===== src/rtl/seq_scan_arbiter_if.sv =====
// Requester, config and result bus of seq_scan_arbiter.
// Defining SEQ_FIRST_MATCH_EN adds the first_only request qualifier.
interface seq_scan_arbiter_if #(
  parameter int NREQ  = 4,
  parameter int WIDTH = 16,
  parameter int PMAX  = 8
);
  logic                       cfg_we;
  logic [PMAX-1:0]            cfg_pat;
  logic [$clog2(PMAX+1)-1:0]  cfg_len;
  logic [NREQ-1:0]            req;
  logic [NREQ*WIDTH-1:0]      data;
  logic [NREQ-1:0]            gnt;
  logic                       busy;
  logic                       match_pulse;
  logic                       done;
  logic [$clog2(NREQ)-1:0]    done_id;
  logic [$clog2(WIDTH+1)-1:0] match_cnt;
`ifdef SEQ_FIRST_MATCH_EN
  logic                       first_only;

  modport master (
    output cfg_we, cfg_pat, cfg_len, req, data, first_only,
    input  gnt, busy, match_pulse, done, done_id, match_cnt
  );
  modport slave (
    input  cfg_we, cfg_pat, cfg_len, req, data, first_only,
    output gnt, busy, match_pulse, done, done_id, match_cnt
  );
`else
  modport master (
    output cfg_we, cfg_pat, cfg_len, req, data,
    input  gnt, busy, match_pulse, done, done_id, match_cnt
  );
  modport slave (
    input  cfg_we, cfg_pat, cfg_len, req, data,
    output gnt, busy, match_pulse, done, done_id, match_cnt
  );
`endif
endinterface


===== src/rtl/seq_scan_arbiter.sv =====
// Round-robin shared overlapping pattern matcher: one granted word is scanned MSB-first per turn.
// Optional SEQ_FIRST_MATCH_EN: first_only sampled at grant ends the scan at the first match.
module seq_scan_arbiter #(
  parameter int NREQ  = 4,
  parameter int WIDTH = 16,
  parameter int PMAX  = 8
) (
  input  logic              clk,
  input  logic              rst,
  seq_scan_arbiter_if.slave bus
);
  localparam int IW = $clog2(NREQ);
  localparam int LW = $clog2(PMAX+1);
  localparam int CW = $clog2(WIDTH+1);

  typedef enum logic [1:0] {IDLE, SHIFT, DONE} state_t;

  state_t          state, state_nxt;
  logic [PMAX-1:0] pat, hist, hist_nxt, mask;
  logic [LW-1:0]   len;
  logic [WIDTH-1:0] sreg;
  logic [CW-1:0]   bit_cnt;
  logic [IW-1:0]   ptr, win, id;
  logic            any_req, grant, match, stop_early, shift_en;

`ifdef SEQ_FIRST_MATCH_EN
  logic fo_q;
  // The registered pulse marks the first match; the scan stops before shifting again.
  assign stop_early = fo_q & bus.match_pulse;
`else
  assign stop_early = 1'b0;
`endif

  // First requester at or after the pointer, wrapping (NREQ is a power of two).
  always_comb begin
    win     = ptr;
    any_req = 1'b0;
    for (int i = 0; i < NREQ; i++) begin
      if (!any_req && bus.req[ptr + IW'(i)]) begin
        any_req = 1'b1;
        win     = ptr + IW'(i);
      end
    end
  end

  always_comb begin
    mask = '0;
    for (int i = 0; i < PMAX; i++) mask[i] = (32'(i) < 32'(len));
  end

  assign hist_nxt = (hist << 1) | PMAX'(sreg[WIDTH-1]);
  assign match    = (((hist_nxt ^ pat) & mask) == '0) && (32'(bit_cnt) + 32'd1 >= 32'(len));
  assign shift_en = (state == SHIFT) && !stop_early;

  always_comb begin
    state_nxt = state;
    grant     = 1'b0;
    unique case (state)
      IDLE:  if (any_req) begin
               state_nxt = SHIFT;
               grant     = 1'b1;
             end
      SHIFT: if (stop_early || (32'(bit_cnt) + 32'd1 >= WIDTH)) state_nxt = DONE;
      DONE:  state_nxt = IDLE;
      default: state_nxt = IDLE;
    endcase
  end

  always_ff @(posedge clk) begin
    if (rst) begin
      state           <= IDLE;
      ptr             <= '0;
      id              <= '0;
      pat             <= '0;
      len             <= LW'(1);
      hist            <= '0;
      sreg            <= '0;
      bit_cnt         <= '0;
      bus.gnt         <= '0;
      bus.busy        <= 1'b0;
      bus.match_pulse <= 1'b0;
      bus.done        <= 1'b0;
      bus.done_id     <= '0;
      bus.match_cnt   <= '0;
`ifdef SEQ_FIRST_MATCH_EN
      fo_q            <= 1'b0;
`endif
    end else begin
      state           <= state_nxt;
      bus.busy        <= (state_nxt != IDLE);
      bus.gnt         <= '0;
      bus.match_pulse <= 1'b0;
      bus.done        <= 1'b0;

      // A write in the grant cycle lands before the first compare, so the scan sees it.
      if (state == IDLE && bus.cfg_we && bus.cfg_len != '0) begin
        pat <= bus.cfg_pat;
        len <= (32'(bus.cfg_len) > PMAX) ? LW'(PMAX) : bus.cfg_len;
      end

      if (grant) begin
        sreg          <= bus.data[win*WIDTH +: WIDTH];
        hist          <= '0;
        bit_cnt       <= '0;
        id            <= win;
        ptr           <= win + 1'b1;
        bus.gnt[win]  <= 1'b1;
        bus.match_cnt <= '0;
`ifdef SEQ_FIRST_MATCH_EN
        fo_q          <= bus.first_only;
`endif
      end

      if (shift_en) begin
        sreg    <= sreg << 1;
        hist    <= hist_nxt;
        bit_cnt <= bit_cnt + 1'b1;
        if (match) begin
          bus.match_pulse <= 1'b1;
          bus.match_cnt   <= bus.match_cnt + 1'b1;
        end
      end

      if (state == SHIFT && state_nxt == DONE) begin
        bus.done    <= 1'b1;
        bus.done_id <= id;
      end
    end
  end
endmodule


===== src/flat_wrapper.sv =====
// flat-port wrapper written by rule: the top's interface ports become plain ports
module seq_scan_arbiter_flat 
#(
  parameter int NREQ  = 4,
  parameter int WIDTH = 16,
  parameter int PMAX  = 8
)
  (clk, rst, bus_cfg_we, bus_cfg_pat, bus_cfg_len, bus_req, bus_data, bus_gnt, bus_busy, bus_match_pulse, bus_done, bus_done_id, bus_match_cnt);
  seq_scan_arbiter_if #(.NREQ(NREQ), .WIDTH(WIDTH), .PMAX(PMAX)) bus_i ();
  input  logic clk;
  input  logic rst;
  input wire logic [$bits(bus_i.cfg_we)-1:0] bus_cfg_we;
  input wire logic [$bits(bus_i.cfg_pat)-1:0] bus_cfg_pat;
  input wire logic [$bits(bus_i.cfg_len)-1:0] bus_cfg_len;
  input wire logic [$bits(bus_i.req)-1:0] bus_req;
  input wire logic [$bits(bus_i.data)-1:0] bus_data;
  output wire logic [$bits(bus_i.gnt)-1:0] bus_gnt;
  output wire logic [$bits(bus_i.busy)-1:0] bus_busy;
  output wire logic [$bits(bus_i.match_pulse)-1:0] bus_match_pulse;
  output wire logic [$bits(bus_i.done)-1:0] bus_done;
  output wire logic [$bits(bus_i.done_id)-1:0] bus_done_id;
  output wire logic [$bits(bus_i.match_cnt)-1:0] bus_match_cnt;
  assign bus_i.cfg_we = bus_cfg_we;
  assign bus_i.cfg_pat = bus_cfg_pat;
  assign bus_i.cfg_len = bus_cfg_len;
  assign bus_i.req = bus_req;
  assign bus_i.data = bus_data;
  assign bus_gnt = bus_i.gnt;
  assign bus_busy = bus_i.busy;
  assign bus_match_pulse = bus_i.match_pulse;
  assign bus_done = bus_i.done;
  assign bus_done_id = bus_i.done_id;
  assign bus_match_cnt = bus_i.match_cnt;
  seq_scan_arbiter #(.NREQ(NREQ), .WIDTH(WIDTH), .PMAX(PMAX)) u_core (.clk(clk), .rst(rst), .bus(bus_i));
endmodule

===== config.mk =====
export PLATFORM = sky130hd
export DESIGN_NAME = seq_scan_arbiter_flat
export DESIGN_NICKNAME = d
export VERILOG_FILES = /design/src/rtl/seq_scan_arbiter_if.sv /design/src/rtl/seq_scan_arbiter.sv /design/src/flat_wrapper.sv
export SDC_FILE = /design/constraint.sdc
export NUM_CORES = 1
export LEC_CHECK = 0
export CAP_MARGIN = 15
export CORE_ASPECT_RATIO = 2
export CORE_MARGIN = 4
export CORE_UTILIZATION = 43
export CTS_BUF_LIST = sky130_fd_sc_hd__clkbuf_4
export DETAILED_ROUTE_END_ITERATION = 16
export PLACE_DENSITY = 0.78
export RECOVER_POWER = 100
export SKIP_CTS_REPAIR_TIMING = 1
export SLEW_MARGIN = 0
export SYNTH_ARGS = -nofsm -noshare
export SYNTH_HDL_FRONTEND = slang
export SYNTH_SLANG_ARGS = --single-unit
export TNS_END_PERCENT = 5

===== constraint.sdc =====
create_clock -name clk -period 2.14 [get_ports clk]
set_clock_uncertainty 0.1 [all_clocks]
set_input_delay 0.428 -clock clk [delete_from_list [all_inputs] [get_ports clk]]
set_output_delay 0.428 -clock clk [all_outputs]
set_load 0.01 [all_outputs]

# After elaboration in Yosys (flattened, before gate mapping)
# Cells that the tools add are included.
# op_classes
shift	1
n_addsub	7
reduce_logical	19
bitwise_logic	5
muxes	34
magnitude_cmp	17
n_eq_ne	2
# ops
cell	n
64-bit by 7-bit variable part select with 16-bit output	1
32-bit by 4-bit greater-or-equal comparator with 1-bit output	1
32-bit by 5-bit greater-or-equal comparator with 1-bit output, second input constant	1
16-bit 2-to-1 mux	2
5-bit 2-to-1 mux	5
3-bit by 4-bit < comparator with 1-bit output, first input constant	4
2-bit by 3-bit < comparator with 1-bit output, second input constant	5
7-bit 2-to-1 mux	2
1-bit 2-to-1 mux	13
5-bit by 1-bit adder with 5-bit output, second input constant	2
2-bit 2-to-1 mux	5
8-bit bitwise AND	1
1-bit binary-select mux with 2-bit select	4
1-bit logical AND	8
8-bit zero test	1
1-bit by 4-bit < comparator with 1-bit output, first input constant	2
2-bit by 4-bit < comparator with 1-bit output, first input constant	2
8-bit by 1-bit bitwise OR with 8-bit output	1
8-bit bitwise XOR	1
5-bit by 1-bit adder with 6-bit output, second input constant	1
2-bit OR reduction	3
2-bit by 1-bit adder with 2-bit output, second input constant	2
2-bit adder, second input constant	2
4-bit greater-than comparator, second input constant	1
11 further kinds	15
# word_totals
inputBits	83
output_inout_bits	14
wordCells	100
ff_bits	60

# Logic depth before layout (Yosys ltp)
# depth
ltp_word	17
depth_mapped	9
ltp_nobuf	8

# Worst setup path before layout
# Ideal clock, no wire load.
# synth_path
kind	reg-to-reg
from	reg u_core.bit_cnt[0]
to	reg u_core.bus.match_cnt[4]
period_less_slack_ns	2.244
required_ns	1.965
arrival_ns	2.069
slack_ns	-0.104
setup_ns	0.075
path_stages_with_launch	9
path_buffers	0
cell_sequence	dfxtp_1 > ha_1 > xor2_1 > ha_1 > a211o_1 > a21oi_1 > a211oi_4 > or3_2 > o22ai_1
# synth_via
elab_chain_len	5
# synth_rtl
element	line	rtl
start: declaration	seq_scan_arbiter.sv:22	logic [CW-1:0] bit_cnt;
start signal: assignment	seq_scan_arbiter.sv:117	bit_cnt <= bit_cnt + 1'b1;
5-bit by 1-bit adder with 6-bit output	seq_scan_arbiter.sv:52	assign match = (((hist_nxt ^ pat) & mask) == '0) && (32'(bit_cnt) + 32'd1 >= 32'(len));
32-bit by 4-bit greater-or-equal comparator with 1-bit output	seq_scan_arbiter.sv:52	
1-bit logical AND	seq_scan_arbiter.sv:52	
5-bit 2-to-1 mux	seq_scan_arbiter.sv:118	if (match) begin
5-bit 2-to-1 mux	seq_scan_arbiter.sv:114	if (shift_en) begin
end signal: assignment	seq_scan_arbiter.sv:120	bus.match_cnt <= bus.match_cnt + 1'b1;
end: declaration	seq_scan_arbiter_if.sv:37	output gnt, busy, match_pulse, done, done_id, match_cnt
# No other way between the ends.
# A chain may end at the register's enable or synchronous reset.

# Worst setup path in the final report
# Ends and elaborated chain as after synthesis.

==> results.sh <==
export IMPL_chipWidth_um=67.0
export IMPL_synth_compound_area_share_pct=21.9
export IMPL_path_max_fanout=5
export IMPL_final_nets=536
export IMPL_rows=42
export IMPL_ir_drop_v=0.000481
export IMPL_yosys_warnings=0
export IMPL_path_class="reg -> reg"
export IMPL_crit_buf_inv=0
export IMPL_power_leakage_nw=1.90
export IMPL_h_tree_depth=3
export IMPL_ys_flop_type="dfxtp_1"
export IMPL_final_antenna_net_count=0
export IMPL_hold_path_class="reg -> reg"
export IMPL_grt_pass1_vias=3038
export IMPL_final_area_um2=4490
export IMPL_cts_tree="yes"
export IMPL_wl_per_cell_um=14.9
export IMPL_hpwlAfterDp_um=6350
export IMPL_synth_cell_type_count=45
export IMPL_grt_busiest_layer="met2"
export IMPL_drive_above_1_share_pct=15.7
export IMPL_hold_worst_slack_ns=0.357
export IMPL_port_buffers=96
export IMPL_clock_latency_ns=0.40
export IMPL_finalSetupViolCount=1
export IMPL_syn_to_final_growth_pct=50.0
export IMPL_place_area_um2=4290
export IMPL_track_usage_pct=19.9
export IMPL_slowest_stage="or3_4"
export IMPL_fmax_ghz=0.466
export IMPL_grt_max_degree=30
export IMPL_p_int_w=0.00206
export IMPL_gp_congestion=0.808
export IMPL_drc=0
export IMPL_synthSimpleGateAreaFrac_pct=12.3
export IMPL_netSwitchingPower_w=0.000915
export IMPL_syn_avg_cell_area_um2=9.49
export IMPL_cts_buffers_inserted=9
export IMPL_cp_required_ns=2.38
export IMPL_cp_top_family="compound AO/OA/AOI/OAI gates"
export IMPL_status="finished, violations left"
export IMPL_finalCritPeriodShare_pct=100
export IMPL_synth_top_family_by_area="compound AO/OA/AOI/OAI gates"
export IMPL_seq_power_share_pct=44.9
export IMPL_power_frac_clock_pct=20.8
export IMPL_swShare_pct=30.7
export IMPL_ctsRootBufferMaster="clkbuf_4"
export IMPL_met2_usage_pct=39.2
export IMPL_maxCapViolCount=0
export IMPL_synthArstFlopShare_pct=0
export IMPL_core_area_um2=6670
export IMPL_diodes=0
export IMPL_path_cells="ha_4 -> xor2_2 -> ha_2 -> o21a_1 -> a21oi_2 -> a211oi_4 -> or3_4 -> o22ai_2"
export IMPL_fill_cells=566
export IMPL_power_density_nw_per_um2=664
export IMPL_synth_edf_count=0
export IMPL_rsz0062_at_grt="true"
export IMPL_clock_sinks=60
export IMPL_drt_iter0_drc=94
export IMPL_viasPerCell=5.30
export IMPL_grt_pass1_wl_um=12800
export IMPL_synthMuxAreaShare_pct=14.1
export IMPL_antenna_found_initial=0
export IMPL_dr_pass1_iters=4
export IMPL_ys_ff_latch=60
export IMPL_synth_xor_area_share_pct=3.22
export IMPL_clockBufferDepth=2
export IMPL_met3_usage_pct=5.88
export IMPL_tightestPinTransition_ns=0.596
export IMPL_fin_setup_tns_ns=-0.00471
export IMPL_setup_ws_ns=-0.00471
export IMPL_place_ws_ns=-0.323
export IMPL_grt_overflow=0
export IMPL_endpoint_kind="flip-flop"
export IMPL_ys_seq_area_share_pct=40.2
export IMPL_synth_fa_ha_area_share_pct=4.18
export IMPL_pwr_share_comb_pct=34.3
export IMPL_synth_area_um2=2990
export IMPL_max_slew_margin_rel_pct=60.1
export IMPL_start_util_pct=44.8
export IMPL_syn_nets=408
export IMPL_worstSetupStartpointType="flip-flop"
export IMPL_clkSlewWorstSetupHoldPaths_ns=0.10
export IMPL_synth_cells=315
export IMPL_grt_use_met1_pct=16.9
export IMPL_seqCellArea_um2=1200
export IMPL_multi_input_area_um2=1760
export IMPL_die_h_um=126
export IMPL_arrival_ns=2.39
export IMPL_io_pins=97
export IMPL_violations="setup timing"
export IMPL_min_period_ns=2.14
export IMPL_wl_um=7960
export IMPL_critPathMaxStageDelay_ns=0.41
export IMPL_slew_viol_final=0
export IMPL_die_area_um2=8430
export IMPL_hold_viol=0
export IMPL_vias=2832
[sequential cells by signal, indices dropped and copies added, names as in the netlist]
signal	cells
u_core.sreg	16
u_core.pat	8
u_core.hist	7
u_core.bit_cnt	5
u_core.bus.match_cnt	5
u_core.bus.gnt	4
u_core.len	4
u_core.bus.done_id	2
u_core.id	2
u_core.ptr	2
u_core.state	2
u_core.bus.busy	1
u_core.bus.done	1
u_core.bus.match_pulse	1
[cell usage after synthesis (all sizes together) (2+ instances only)]
master	number	area share (%)
o211ai	2	0.50
xnor2	3	0.88
nor3	3	0.50
o21ai	13	2.3
a21oi	17	2.8
nand2	13	1.6
nor2	28	3.5
and2	2	0.42
xor2	8	2.3
dfxtp	60	40
o22ai	2	0.42
nand3b	3	0.75
a211o	4	1.2
buf	6	1.3
a22o	8	2.3
mux2i	42	14
a22oi	17	4.4
nor2b	4	0.84
and3	5	1.0
or3	3	0.67
ha	10	4.2
clkbuf	11	1.4
nand2b	4	0.84
nand3	5	0.84
a21o	3	0.79
o221ai	16	4.7
inv	12	1.5
[kinds of logic (layout without fill, tap and decap cells)]
family,Yosys count,count (layout)
compound gates,88,88
simple gates,75,75
flops,60,60
mux,42,42
buf+inv,29,160
xor+xnor,11,11
fa+ha+maj,10,10
[layout by cell type (no fill, tap or decap), types with 2 or more instances in the layout]
master,netlist,routed
or3_1,2,2
and3_1,5,5
dfxtp_1,60,57
a22o_1,8,8
o221ai_1,16,16
nand3b_1,3,3
clkdlybuf4s50_1,0,91
xnor2_1,3,2
o21ai_2,1,2
nand2_1,13,12
xor2_1,8,7
ha_4,0,3
ha_1,10,6
clkbuf_4,0,10
o21ai_0,11,11
buf_6,0,2
nand2b_1,4,3
buf_4,3,28
nor2_1,28,28
a21oi_1,17,16
a21o_1,2,2
clkbuf_1,11,5
nand3_1,5,4
nor2b_1,4,4
and2_1,2,2
o211ai_1,2,2
buf_12,0,3
inv_1,12,12
dfxtp_2,0,3
a211o_1,3,3
dlygate4sd3_1,0,5
mux2i_1,42,42
a22oi_1,16,16
nor3_1,3,3
clkinv_2,0,3
[layer usage]
layer | up-vias | part of all wire, %
li1 | 1412 | -
met1 | 1322 | 33
met3 | 14 | 4.9
met5 | - | 0
met2 | 84 | 60
met4 | 0 | 2.4
[worst min-delay path: cells and delay by family, from the launching register on]
family           cells  cell delay, ns
AND/OR/NAND/NOR      1            0.05
flip-flops           1            0.32
AO/OA/AOI/OAI        1            0.05
[final cells by class]
type	instances	area share, %
tap	88	2.45
inverter	12	1.00
timing repair buffer	134	28.4
sequential	60	26.9
clock buffer	10	1.67
clock inverter	4	0.418
multi-input combinational	226	39.2
[through the flow]
stage                     utilization (%)  power [W]  cells
after floorplan                         -    0.00188    315
after global placement               64.3    0.00233    517
after detailed placement             64.3    0.00236    517
after CTS                            65.7    0.00297    531
after global routing                 67.2    0.00316    534
final                                67.2    0.00298    534
[worst paths after layout]
path | from | end | slack [ns] | depth (start not counted)
worst min-delay path | u_core.id[1]$_SDFFE_PP0P_ | u_core.bus.done_id[1]$_SDFFE_PP0P_ | 0.36 | 2
worst max-delay path | u_core.bit_cnt[0]$_SDFFE_PP0P_ | u_core.bus.match_cnt[4]$_SDFF_PP0_ | -0.005 | 8
worst min register to register | u_core.id[1]$_SDFFE_PP0P_ | u_core.bus.done_id[1]$_SDFFE_PP0P_ | 0.36 | 2
worst max register to register | u_core.bit_cnt[0]$_SDFFE_PP0P_ | u_core.bus.match_cnt[4]$_SDFF_PP0_ | -0.005 | 8
[power groups by stage]
stage                     sequential (W)  clock (W)  combinational (W)
final                            0.00134   0.000620            0.00102
after global routing             0.00135   0.000688            0.00112
after global placement           0.00136          0           0.000969
after floorplan                  0.00134          0           0.000541
after detailed placement         0.00136          0           0.000995
after CTS                        0.00133   0.000639           0.000999
Power figures use the tool's default switching activity.
